==> src/rtl/pvr_vram_arb.sv <==
// pvr_vram_arb: round-robin arbiter sharing one VRAM port among NREQ requesters.
// Define PVR_ARB_TIMEOUT_EN to add the read-data watchdog (DEADDEAD response + sticky arb_err).
module pvr_vram_arb #(
    parameter int NREQ    = 4,
    parameter int AW      = 24,
    parameter int TIMEOUT = 1024
) (
    input  logic               clock,
    input  logic               reset,
    input  logic [NREQ-1:0]    req_rd,
    input  logic [NREQ-1:0]    req_wr,
    input  logic [NREQ*AW-1:0] req_addr,
    input  logic [NREQ*32-1:0] req_wdata,
    output logic [NREQ-1:0]    req_ack,
    output logic [NREQ-1:0]    rsp_valid,
    output logic [31:0]        rsp_data,
    output logic               vram_rd,
    output logic               vram_wr,
    output logic [AW-1:0]      vram_addr,
    output logic [31:0]        vram_dout,
    input  logic               vram_wait,
    input  logic               vram_valid,
    input  logic [31:0]        vram_din,
    output logic               arb_busy,
    output logic [2:0]         arb_grant,
    output logic               arb_err
);
    typedef enum logic [1:0] {IDLE, ISSUE, DATA} state_t;

    state_t        state;
    logic [2:0]    last;
    logic [2:0]    pick;
    logic          found;
    logic          pick_rd;
    logic [AW-1:0] pick_addr;
    logic [31:0]   pick_wdata;
    int            best;

    if (NREQ < 2 || NREQ > 8 || TIMEOUT < 2) begin : g_bad_cfg
        $error("pvr_vram_arb: unsupported parameter set");
    end

    // Smallest rotation distance from last+1 wins; read beats write within a requester.
    always_comb begin
        found      = 1'b0;
        pick       = '0;
        pick_rd    = 1'b0;
        pick_addr  = '0;
        pick_wdata = '0;
        best       = NREQ;
        for (int i = 0; i < NREQ; i++) begin
            if ((req_rd[i] || req_wr[i]) && (((i + 2*NREQ - 1 - int'(last)) % NREQ) < best)) begin
                best       = (i + 2*NREQ - 1 - int'(last)) % NREQ;
                found      = 1'b1;
                pick       = 3'(i);
                pick_rd    = req_rd[i];
                pick_addr  = req_addr[i*AW +: AW];
                pick_wdata = req_wdata[i*32 +: 32];
            end
        end
    end

    assign arb_busy = (state != IDLE);

`ifdef PVR_ARB_TIMEOUT_EN
    localparam int CW = $clog2(TIMEOUT + 1);
    logic [CW-1:0] cnt;
`else
    assign arb_err = 1'b0;
`endif

    always_ff @(posedge clock) begin
        if (reset) begin
            state     <= IDLE;
            last      <= 3'(NREQ - 1);
            arb_grant <= '0;
            vram_rd   <= 1'b0;
            vram_wr   <= 1'b0;
            vram_addr <= '0;
            vram_dout <= '0;
            req_ack   <= '0;
            rsp_valid <= '0;
            rsp_data  <= '0;
`ifdef PVR_ARB_TIMEOUT_EN
            cnt       <= '0;
            arb_err   <= 1'b0;
`endif
        end else begin
            req_ack   <= '0;
            rsp_valid <= '0;
            case (state)
                IDLE: begin
                    if (found) begin
                        state     <= ISSUE;
                        arb_grant <= pick;
                        vram_addr <= pick_addr;
                        vram_dout <= pick_wdata;
                        vram_rd   <= pick_rd;
                        vram_wr   <= !pick_rd;
                    end
                end
                ISSUE: begin
                    if (!vram_wait) begin
                        vram_rd <= 1'b0;
                        vram_wr <= 1'b0;
                        req_ack <= NREQ'(1) << arb_grant;
                        last    <= arb_grant;
                        state   <= vram_rd ? DATA : IDLE;
`ifdef PVR_ARB_TIMEOUT_EN
                        cnt     <= '0;
`endif
                    end
                end
                DATA: begin
                    if (vram_valid) begin
                        rsp_data  <= vram_din;
                        rsp_valid <= NREQ'(1) << arb_grant;
                        state     <= IDLE;
`ifdef PVR_ARB_TIMEOUT_EN
                    end else if (cnt == CW'(TIMEOUT - 1)) begin
                        rsp_data  <= 32'hDEADDEAD;
                        rsp_valid <= NREQ'(1) << arb_grant;
                        arb_err   <= 1'b1;
                        state     <= IDLE;
                    end else begin
                        cnt <= cnt + 1'b1;
`endif
                    end
                end
                default: state <= IDLE;
            endcase
        end
    end
endmodule

==> config.mk <==
export PLATFORM = sky130hd
export DESIGN_NAME = pvr_vram_arb
export DESIGN_NICKNAME = d
export VERILOG_FILES = /design/src/rtl/pvr_vram_arb.sv
export SDC_FILE = /design/constraint.sdc
export NUM_CORES = 1
export LEC_CHECK = 0
export ABC_AREA = 0
export BUFFER_PORTS_ARGS = -buffer_cell sky130_fd_sc_hd__buf_2
export CAP_MARGIN = 15
export CORE_AREA = 4 4 143 145
export CTS_CLUSTER_DIAMETER = 80
export CTS_CLUSTER_SIZE = 30
export DETAILED_ROUTE_END_ITERATION = 6
export DIE_AREA = 0 0 147 149
export PLACE_DENSITY = 0.68
export RECOVER_POWER = 50
export SLEW_MARGIN = 15
export SYNTH_ARGS = -nofsm -noshare
export SYNTH_HDL_FRONTEND = slang
export SYNTH_SLANG_ARGS = --single-unit
==> constraint.sdc <==
create_clock -name clock -period 6 [get_ports clock]
set_input_delay 0.6 -clock clock [delete_from_list [all_inputs] [get_ports clock]]
set_output_delay 0.6 -clock clock [all_outputs]
set_load 0.02 [all_outputs]
Word level (Yosys, flattened, before mapping)
Index checks and enable logic that the tools add are counted.
{"block": "word_totals", "ff_bits": 106, "input_bits": 268, "out_inout_bits": 103, "word_cells": 87}
{"block": "classes", "n_addsub": 4, "magnitude_cmp": 4, "eq_ne": 5, "n_shift": 1, "n_mux": 32, "bitwise": 8, "n_reduce_logical": 23}
{"operator": "$mux W32", "count": 7}
{"operator": "$lt A3 B32 Y1", "count": 3}
{"operator": "$mux W24", "count": 4}
{"operator": "$sub A4 B3 Y5 const A", "count": 3}
{"operator": "$mux W1", "count": 12}
{"operator": "$mux W2", "count": 4}
{"operator": "$reduce_or A2 Y1", "count": 4}
{"operator": "$mux W3", "count": 2}
{"operator": "$ne A2 B2 Y1 const B", "count": 3}
{"operator": "$pmux W2 S3", "count": 1}
{"operator": "$reduce_and A2 Y1", "count": 3}
{"operator": "$reduce_and A3 Y1", "count": 2}
{"operator": "$reduce_or A3 Y1", "count": 2}
{"operator": "$and A1 B1 Y1", "count": 4}
{"operator": "$logic_and A1 B1 Y1", "count": 4}
{"operator": "$logic_or A1 B1 Y1", "count": 4}
{"operator": "$lt A3 B4 Y1 const B", "count": 1}
{"operator": "$not A1 Y1", "count": 4}
{"operator": "$pmux W1 S2", "count": 2}
{"operator": "$reduce_bool A2 Y1", "count": 2}
{"operator": "$shl A1 B3 Y4 const A", "count": 1}
{"operator": "$sub A3 B3 Y4 const A", "count": 1}
{"operator": "$eq A2 B1 Y1 const B", "count": 1}
{"operator": "$eq A2 B2 Y1 const B", "count": 1}
{"operator": "2 further kinds", "count": 2}

Longest topological paths before layout
Gate-level depths: netlist of the first run.
{"block": "logic_depth", "word_depth": 18, "ltp_mapped": 22}

Worst setup path after synthesis of the first run
No wires, ideal clock.
{"block": "synth_timing", "kind": "input -> register", "startpoint": "input req_wr[0]", "endpoint": "register vram_addr[22]", "setup_time_ns": 0.079, "arrival_ns": 4.784, "required_ns": 5.921, "path_slack_ns": 1.138, "cell_stages": 21, "path_cell_list": "o21ai_0 > ha_1 > a21oi_1 > o21a_1 > clkbuf_1 > nor2_1 > a21oi_1 > ha_1 > nor2b_1 > a311o_1 > nand2_1 > buf_2 > mux2_2 > ha_1 > or2_1 > a2111o_1 > o221ai_2 > nand3b_2 > buf_6 > buf_6 > o221ai_2"}
{"block": "synth_via", "elab_chain_cells": 13}
{"item": "start, declared", "line_no": "11", "rtl": "input logic [NREQ-1:0] req_wr,"}
{"item": "$logic_or A1 B1 Y1 *", "line_no": "52", "rtl": "if ((req_rd[i] || req_wr[i]) && (((i + 2*NREQ - 1 - int'(last)) % NREQ) < best)) begin"}
{"item": "$logic_and A1 B1 Y1 *", "line_no": "52"}
{"item": "$mux W32", "line_no": "52"}
{"item": "$lt A3 B32 Y1", "line_no": "52"}
{"item": "$logic_and A1 B1 Y1", "line_no": "52"}
{"item": "$mux W32", "line_no": "52"}
{"item": "$lt A3 B32 Y1", "line_no": "52"}
{"item": "$logic_and A1 B1 Y1", "line_no": "52"}
{"item": "$mux W32", "line_no": "52"}
{"item": "$lt A3 B32 Y1", "line_no": "52"}
{"item": "$logic_and A1 B1 Y1", "line_no": "52"}
{"item": "$mux W1", "line_no": "52"}
{"item": "$reduce_and A2 Y1 (no source line)"}
{"item": "end signal, assigned", "line_no": "96", "rtl": "vram_addr <= pick_addr;"}
{"item": "end, declared", "line_no": "19", "rtl": "output logic [AW-1:0] vram_addr,"}
Every way passes the cells marked *; elsewhere a longest branch is shown, timed or not.
A chain may end at the register's enable or synchronous reset.

Final worst setup path of the first run
{"block": "layout_timing", "startpoint": "register last[0]", "endpoint": "register vram_dout[11]"}
{"block": "layout_via", "elab_chain_cells": 16}
{"item": "start, declared", "line_no": "31", "rtl": "logic [2:0] last;"}
{"item": "start signal, assigned", "line_no": "75", "rtl": "last <= 3'(NREQ - 1);"}
{"item": "start signal, assigned", "line_no": "107", "rtl": "last <= arb_grant;"}
{"item": "$sub A3 B3 Y4", "line_no": "52, 53"}
{"item": "$reduce_or A2 Y1 (no source line)"}
{"item": "$and A1 B1 Y1 (no source line)"}
{"item": "$lt A3 B4 Y1", "line_no": "52"}
{"item": "$logic_and A1 B1 Y1", "line_no": "52"}
{"item": "$mux W32", "line_no": "52"}
{"item": "$lt A3 B32 Y1", "line_no": "52"}
{"item": "$logic_and A1 B1 Y1", "line_no": "52"}
{"item": "$mux W32", "line_no": "52"}
{"item": "$lt A3 B32 Y1", "line_no": "52"}
{"item": "$logic_and A1 B1 Y1", "line_no": "52"}
{"item": "$mux W32", "line_no": "52"}
{"item": "$lt A3 B32 Y1", "line_no": "52"}
{"item": "$logic_and A1 B1 Y1", "line_no": "52"}
{"item": "$mux W1", "line_no": "52"}
{"item": "$reduce_and A2 Y1 (no source line)"}
{"item": "end signal, assigned", "line_no": "97", "rtl": "vram_dout <= pick_wdata;"}
{"item": "end, declared", "line_no": "20", "rtl": "output logic [31:0] vram_dout,"}
Parallel ways exist; a longest one is shown, timed or not.

==> results.txt, run 1 <==
----------------------------------------------------
[Route]
  Final WL ... 21.56 mm
  M1 WL ... approximately 8.6 mm
  Amount of wire on met3 after detailed routing ... 2.078 mm
  # DRC ... 13
  DR WL met2 ... between 10 and 15 mm
  Highest routing layer actually used ... met4
  Total vias in the final route ... 6274
  Number of detailed-route iterations in the first pass ... 7
  Residual antenna-violating net count after detailed routing ... 0
  Routed vias/inst ... between 5 and 6
  DRC violation total after the first TritonRoute iteration ... a little over 600
  Detailed-route wire length per cell ... 17.53 um

[Die]
  Area of the die ... 21900 um^2
  Initial core utilization ... 28.79%
  Core footprint ... between 15000 and 20000 um^2
  Die extent in x ... approximately 150 um
  Top-level I/O count ... approximately 370
  Y dimension of the die ... ~150 um
  Standard-cell rows ... between 50 and 60

[Clock tree]
  Clk Tree Root Cell ... sky130_fd_sc_hd__clkbuf_16
  Number of buffers inserted to repair setup after CTS ... 0
  Insertion delay to the later sink of the worst-skew pair ... around 0.35 ns
  # resized after CTS ... 0
  Number of buffers on the longest clock path ... 2
  Clock-pin slew on the worst setup and hold paths ... 0.07 ns
  Number of clock sinks ... around 100
  Clock tree from TritonCTS ... yes
  CTS H-tree depth ... 3
  Cts bufs inserted ... 9
  Count of hold-fix buffers inserted at cts ... 0

[Min path]
  Source of the worst hold timing path ... rsp_data[9]
  Class of the tightest hold or removal check ... reg2reg
  Hold-critical path endpoint ... rsp_data[9]
  Number of cells traversed by the worst hold path ... 2

[Layout]
  Area of all placed cells without fillers ... 7652 um^2
  Area taken by flip-flops and latches ... 2082 um^2
  Area of the multi-input gates ... about 2900 um^2
  Post-route non-filler standard cell count ... 1230
  Syn-to-layout area delta ... 38.37%
  Count of filler cells inserted in the layout ... roughly 2000
  Fraction of layout cells with a size suffix above 1 ... 36.55%
  Number of nets in the final layout ... roughly 1200
  Final core area utilization ... between 30% and 40%

[Setup path]
  Worst setup path startpoint ... last[0]
  Startpoint types ... register
  Cell depth of the worst flop-to-flop path ... 18
  Standard cell with the maximum stage delay on the critical path ... sky130_fd_sc_hd__dfxtp_1
  Nature of the critical path endpoint ... register
  Most prevalent standard cell on the critical path ... sky130_fd_sc_hd__ha_1
  Max incr delay on CP ... ~0.48 ns
  Required time of the critical path ... 6.27 ns
  Highest net fanout along the worst path ... 46
  Worst Setup Path Type ... reg2reg
  Startpoint of the worst register-to-register path ... last[0]
  Endpoint of the worst-slack reg-to-reg timing path ... vram_dout[11]
  Flop2flop setup slack ... between 0.6 and 0.7 ns
  Data arrival time of the worst path ... around 5.6 ns
  CP Cell Sequence ... xor2_1, ha_1, a21oi_1, o21a_2, nor2_1, a21oi_1, ha_1, nor2b_1, a311o_2, nand2_2, mux2_2, ha_1, or2_1, a2111o_1, o221ai_2, nand3b_4, buf_4, o221ai_1

[STA]
  Top achievable clock speed ... ~190 MHz
  Fin crit share ... between 80% and 90%
  Relative max-transition margin ... -51.13%
  Setup violators final ... 0
  Least-Margin Pin Slew ... 2.267 ns
  Final WS setup ... between 0.6 and 0.7 ns
  Unrepaired setup endpoints after global routing ... no
  Total negative slack for setup checks ... 0 ns
  Setup clock skew after layout ... ~0.0063 ns
  Number of slew-limit violations in the final report ... approximately 50
  Crit path time final ... about 5.3 ns
  Hold slack final ... 0.4539 ns
  Hold Vio Cnt, Final ... 0

[Power and ir drop]
  Leak ... about 3.3 nW
  Part of the total power dissipated in combinational logic ... about two fifths
  Internal portion of total power ... approximately 1.5 mW
  Fraction of power spent switching nets ... between 30% and 40%
  Pwr Density ... about 320 nW/um^2
  Design Power ... between 2 and 2.5 mW
  Sequential Power Share ... between 30% and 40%
  Part of the power in the clock network ... between 20% and 30%
  Worst vdd ir ... around 0.14 mV
  Net switching power ... just under 1 mW

[Global route]
  Via count of the first global-routing pass ... 5974
  Number of antenna violations at the first check in global routing ... 1
  Global-route wire length before repair ... between 30 and 40 mm
  Pin count of the biggest net entering global routing ... 59
  Congestion Overflow GR ... 0
  GRT Overall Usage ... approximately 18%

[Logic synthesis]
  Number of register bits inferred by synthesis ... ~100
  Count of flip-flops with a built-in enable after synthesis ... 0
  Post-synthesis average cell area ... between 8 and 9 um^2
  Most used DFF post-synth ... sky130_fd_sc_hd__dfxtp_1
  Post-synthesis instance area ... between 5000 and 6000 um^2
  Async set-reset flop share out of synthesis ... 0%
  Synthesized instance count ... 634
  Number of warnings issued by yosys ... 0
  Sequential cell area fraction in the yosys report ... 37.65%
  Post-synthesis cell type count ... between 40 and 50

[Placement]
  Standard cell area after detailed placement ... about 7500 um^2
  IO Port Bufs ... approximately 370
  Setup slack after placement ... a little under 0.6 ns
  GP Congestion ... roughly 0.86
  Placed Cells incl. Taps ... 1212
  HPWL after DPL ... approximately 16 mm

[Flow run]
  Max-cap violations ... 1

[Status]
  Violated checks ... DRC, capacitance limit, slew limit
  Run status ... finished with violations

----------------------------------------------------
-- placed cells by master (no fill, tap or decap), types with 3 or more instances in the layout --
cell	netlist	final
sky130_fd_sc_hd__a311oi_1	3	3
sky130_fd_sc_hd__dfxtp_1	104	104
sky130_fd_sc_hd__clkbuf_1	27	95
sky130_fd_sc_hd__nand2b_1	3	3
sky130_fd_sc_hd__clkbuf_16	0	9
sky130_fd_sc_hd__nor2b_1	3	3
sky130_fd_sc_hd__nor2_1	12	10
sky130_fd_sc_hd__o21bai_1	56	56
sky130_fd_sc_hd__a222oi_1	56	56
sky130_fd_sc_hd__a31oi_1	3	3
sky130_fd_sc_hd__ha_1	3	3
sky130_fd_sc_hd__o221ai_2	41	41
sky130_fd_sc_hd__o221ai_1	16	16
sky130_fd_sc_hd__nand2_1	128	127
sky130_fd_sc_hd__a21oi_1	42	41
sky130_fd_sc_hd__inv_1	60	59
sky130_fd_sc_hd__buf_4	2	7
sky130_fd_sc_hd__buf_2	22	274
sky130_fd_sc_hd__o21ai_0	4	4
sky130_fd_sc_hd__nor3_1	8	8
-- layer usage --
layer,vias up,GRT usage [%]
met2,357,30.56
li1,3015,-
met1,2862,22.77
met5,-,0
met3,40,4.801
met4,0,7.549
-- flip-flops by register name, indices dropped and copies added (netlist names) --
register	count
arb_grant	2
last	2
req_ack	4
rsp_data	32
rsp_valid	4
state	2
vram_addr	24
vram_dout	32
vram_rd	1
vram_wr	1
-- cell type report --
type / count / share of cell area, %
Timing Repair Buffer: 376 / 23.48
Antenna cell: 2 / 0.06540
Inverter: 60 / 2.943
Tap cell: 265 / 4.333
Sequential cell: 104 / 27.21
Multi-Input combinational cell: 407 / 38.33
Clock buffer: 10 / 2.992
Clock inverter: 6 / 0.6540
-- power by group through the flow --
stage	combinational [mW]	sequential, mW	clock (mW)
3_5_place_dp	1.05	0.893	0
6_report	1.01	0.881	0.576
4_1_cts	1.05	0.879	0.604
2_1_floorplan	0.560	1.03	0
3_3_place_gp	1.03	0.889	0
5_1_grt	1.10	0.899	0.631
-- cell usage after synthesis (all sizes together), types with 2 or more instances --
cell	instances	area, um^2
a222oi	56	560.5
ha	3	37.54
inv	60	225.2
a31oi	3	18.77
o31ai	2	15.01
a311oi	3	26.28
nor3	8	40.04
o221ai	57	755.7
a21oi	42	210.2
a211o	2	17.52
nand2	128	480.5
clkbuf	27	101.4
nor4	3	25.02
nor2b	3	18.77
or2	4	27.53
buf	37	241.5
o21ai	4	20.02
a22o	2	17.52
and3	2	12.51
nor2	12	45.04
nand2b	3	18.77
o21bai	56	420.4
dfxtp	104	2082
-- worst max-delay path: cells and delay by family (launching register included) --
family	cells	cell delay [ns]
AO/OA/AOI/OAI	7	2.10
XOR/XNOR	1	0.29
AND/OR/NAND/NOR	5	0.75
adder cells (fa/ha/maj)	3	0.79
flip-flops	1	0.48
multiplexers	1	0.36
buffers and inverters	1	0.40
-- how the worst max path moves through the flow --
stage                                to  slack (ns)
after detailed placement  vram_dout[11]        0.59
after global routing       vram_dout[7]        0.42
after global placement     vram_dout[5]        0.69
after CTS                 vram_dout[14]        0.78
after floorplan           vram_addr[22]        1.14
final                     vram_dout[11]        0.70
-- cell families (layout without fill, tap and decap cells) --
group | after synthesis | in the layout | share of synthesized area, %
AO/OA/AOI/OAI | 235 | 235 | 38.55
XOR/XNOR | 1 | 1 | 0.1584
adder cells (fa/ha/maj) | 3 | 3 | 0.6788
buffers and inverters | 124 | 452 | 10.27
flip-flops | 104 | 104 | 37.65
multiplexers | 1 | 1 | 0.2036
other | 1 | 4 | 0.06781
AND/OR/NAND/NOR | 165 | 165 | 12.42
Note: power is estimated with default switching activity, not from simulation.
==> inputs of run 2 (changes only) <==
- PLACE_DENSITY: 0.68 -> 0.69
- RECOVER_POWER: 50 -> 25
- SKIP_LAST_GASP: not set -> 1
==> run 2 against run 1 <==
  * Largest cell class unchanged
  * Critical endpoint is now vram_dout[15]
  * Cell count fell by 0.16%
  * Critical path type unchanged
  * Clock skew is 0.0030 ns higher
  * Core utilization grew 0.41 points
  * Worst setup slack gained 0.011 ns
  * The flow still finishes with violations (DRC, capacitance limit, slew limit)
  * Total power is 0.98% higher
  * Design area up 1.0%
==> results.txt, run 2 (synthesized netlist as in run 1, its figures left out) <==
----------------------------------------------------
[Min path]
  Class of the tightest hold or removal check ... reg2reg
  Number of cells traversed by the worst hold path ... 2 (unchanged)
  Source of the worst hold timing path ... rsp_data[12]
  Hold-critical path endpoint ... rsp_data[12]

[Layout]
  Leading cell type in the layout, fill and taps excluded ... sky130_fd_sc_hd__buf_2
  Fraction of layout cells with a size suffix above 1 ... 41.85% (+5.3 points)
  Antenna fix cells ... 0 (-2)
  Regs by FF count ... rsp_data: 32 flops, vram_dout: 32 flops, vram_addr: 24 flops
  Number of nets in the final layout ... 1229 (unchanged)
  Syn-to-layout area delta ... 39.80%
  Most frequent cells in the layout ... 324 x sky130_fd_sc_hd__buf_2, 127 x sky130_fd_sc_hd__nand2_1, 104 x sky130_fd_sc_hd__dfxtp_1

[Die]
  Die extent in x ... 147 um (unchanged)
  Y dimension of the die ... 149 um (unchanged)
  Core footprint ... 19210 um^2 (unchanged)
  Standard-cell rows ... 51 (unchanged)
  Top-level I/O count ... 371 (unchanged)
  Initial core utilization ... 28.79% (unchanged)
  Area of the die ... 21900 um^2 (unchanged)

[Setup path]
  Worst Setup Path Type ... reg2reg
  Required time of the critical path ... 6.27 ns (about the same)
  Cell depth of the worst flop-to-flop path ... 18 (unchanged)
  Startpoint types ... register
  Data arrival time of the worst path ... 5.56 ns (about the same)
  Flop2flop setup slack ... 0.71 ns (about the same)
  Nature of the critical path endpoint ... register
  Endpoint of the worst-slack reg-to-reg timing path ... vram_dout[15]
  Highest net fanout along the worst path ... 56 (+22%)
  Startpoint of the worst register-to-register path ... last[0]

[Clock tree]
  # resized after CTS ... 0 (unchanged)
  Clock tree from TritonCTS ... yes
  Number of buffers on the longest clock path ... 2 (unchanged)
  Count of hold-fix buffers inserted at cts ... 0 (unchanged)
  Number of clock sinks ... 104 (unchanged)
  Cts bufs inserted ... 9 (unchanged)
  Clk Tree Root Cell ... sky130_fd_sc_hd__clkbuf_16
  Insertion delay to the later sink of the worst-skew pair ... 0.35 ns (about the same)
  Number of buffers inserted to repair setup after CTS ... 0 (unchanged)
  Clock-pin slew on the worst setup and hold paths ... 0.08 ns (about the same)
  CTS H-tree depth ... 3 (unchanged)

[Route]
  Residual antenna-violating net count after detailed routing ... 0 (unchanged)
  # DRC ... 14 (+1)
  Total vias in the final route ... 6265 (-0.14%)
  Detailed-route wire length per cell ... 17.08 um (-2.6%)
  Routed vias/inst ... 5.102 (about the same)
  Number of detailed-route iterations in the first pass ... 7 (unchanged)
  Final WL ... 20.97 mm (-2.7%)
  DRC violation total after the first TritonRoute iteration ... 538 (-13%)

[STA]
  Least-Margin Pin Slew ... 2.186 ns (-0.08084 ns)
  Crit path time final ... 5.291 ns (-0.01078 ns)
  Relative max-transition margin ... -45.74% (+5.4 points)
  Hold Vio Cnt, Final ... 0 (unchanged)
  Setup violators final ... 0 (unchanged)
  Total negative slack for setup checks ... 0 ns (unchanged)
  Fin crit share ... 88.18% (-0.18 points)
  Setup clock skew after layout ... 0.009283 ns (+0.002991 ns)
  Top achievable clock speed ... 189.0 MHz (+0.20%)
  Number of slew-limit violations in the final report ... 51 (unchanged)
  Unrepaired setup endpoints after global routing ... no

[Global route]
  GRT Overall Usage ... 17.62% (-0.77 points)
  Number of antenna violations at the first check in global routing ... 2 (+1)
  Congestion Overflow GR ... 0 (unchanged)
  Pin count of the biggest net entering global routing ... 59 (unchanged)
  Global-route wire length before repair ... 31.18 mm (-3.1%)
  Via count of the first global-routing pass ... 5954 (-0.33%)

[Power and ir drop]
  Leak ... 3.497 nW (+6.4%)
  Worst vdd ir ... 0.1176 mV (-19%)
  Pwr Density ... 322.6 nW/um^2 (about the same)
  Design Power ... 2.494 mW (+0.98%)

[Flow run]
  Max-cap violations ... 1 (unchanged)

[Status]
  Run status ... finished with violations
  Violated checks ... DRC, capacitance limit, slew limit

[Placement]
  GP Congestion ... 0.8351 (-3.1%)
  IO Port Bufs ... 368 (unchanged)
  HPWL after DPL ... 15.57 mm (-3.1%)

----------------------------------------------------
run 2: report_power, final:
group	total [mW]	switching, mW	leakage (nW)	internal [mW]
combinational	1.03	0.623	2.50	0.403
clock	0.589	0.294	0.147	0.295
sequential	0.879	0.0679	0.852	0.811
run 2: area by class of cell:
type | count | area [um^2]
sequential | 104 | 2082
tap | 265 | 331.6
clock buffer | 9 | 225.2
multi-input combinational | 407 | 2938
timing repair buffer | 376 | 1859
fill | 1966 | 11480
inverter | 60 | 225.2
clock inverter | 7 | 70.07
run 2: how the worst max path moves through the flow:
stage              start       endpoint  slack, ns  cells after the start
6_report         last[0]  vram_dout[15]       0.71                     18
5_1_grt          last[0]   vram_dout[4]       0.42                     18
4_1_cts          last[0]   vram_dout[7]       0.75                     18
3_5_place_dp   req_wr[0]   vram_dout[7]       0.54                     19
3_3_place_gp   req_wr[0]   vram_dout[9]       0.70                     19
2_1_floorplan  req_wr[0]  vram_addr[22]       1.14                     21
run 2: stage by stage:
stage	area, um^2	utilization [%]	setup WS (ns)	hold slack, ns	instances
2_1_floorplan	5534	-	1.138	0.4729	635
3_3_place_gp	7486	38.97	0.7005	0.4392	1212
3_5_place_dp	7486	38.97	0.5419	0.4408	1212
4_1_cts	7781	40.51	0.7540	0.4526	1228
5_1_grt	7731	40.25	0.4191	0.4648	1228
6_report	7731	40.25	0.7091	0.4523	1228
run 2: metal layers:
metal / share of wire (%) / track usage (%) / wire length, um
met1: 40 / 21.19 / 8420
met3: 8.2 / 4.527 / 1721
met4: 2.5 / 5.592 / 531
met2: 49 / 30.91 / 10270
met5: 0.12 / 0 / 26
run 2: critical path, stage by stage (launching register included):
cell and delay [ns]:
sky130_fd_sc_hd__dfxtp_1 0.47, sky130_fd_sc_hd__xor2_1 0.30, sky130_fd_sc_hd__ha_1 0.31, sky130_fd_sc_hd__a21oi_1 0.44, sky130_fd_sc_hd__o21a_2 0.21, sky130_fd_sc_hd__buf_4 0.26
sky130_fd_sc_hd__a21oi_1 0.14, sky130_fd_sc_hd__ha_1 0.38, sky130_fd_sc_hd__nor2_1 0.05, sky130_fd_sc_hd__a311o_2 0.33, sky130_fd_sc_hd__nand2_2 0.08, sky130_fd_sc_hd__mux2_2 0.36
sky130_fd_sc_hd__ha_1 0.22, sky130_fd_sc_hd__or2_1 0.28, sky130_fd_sc_hd__a2111o_1 0.42, sky130_fd_sc_hd__o221ai_2 0.13, sky130_fd_sc_hd__nand3b_4 0.09, sky130_fd_sc_hd__buf_4 0.39
sky130_fd_sc_hd__o221ai_1 0.31
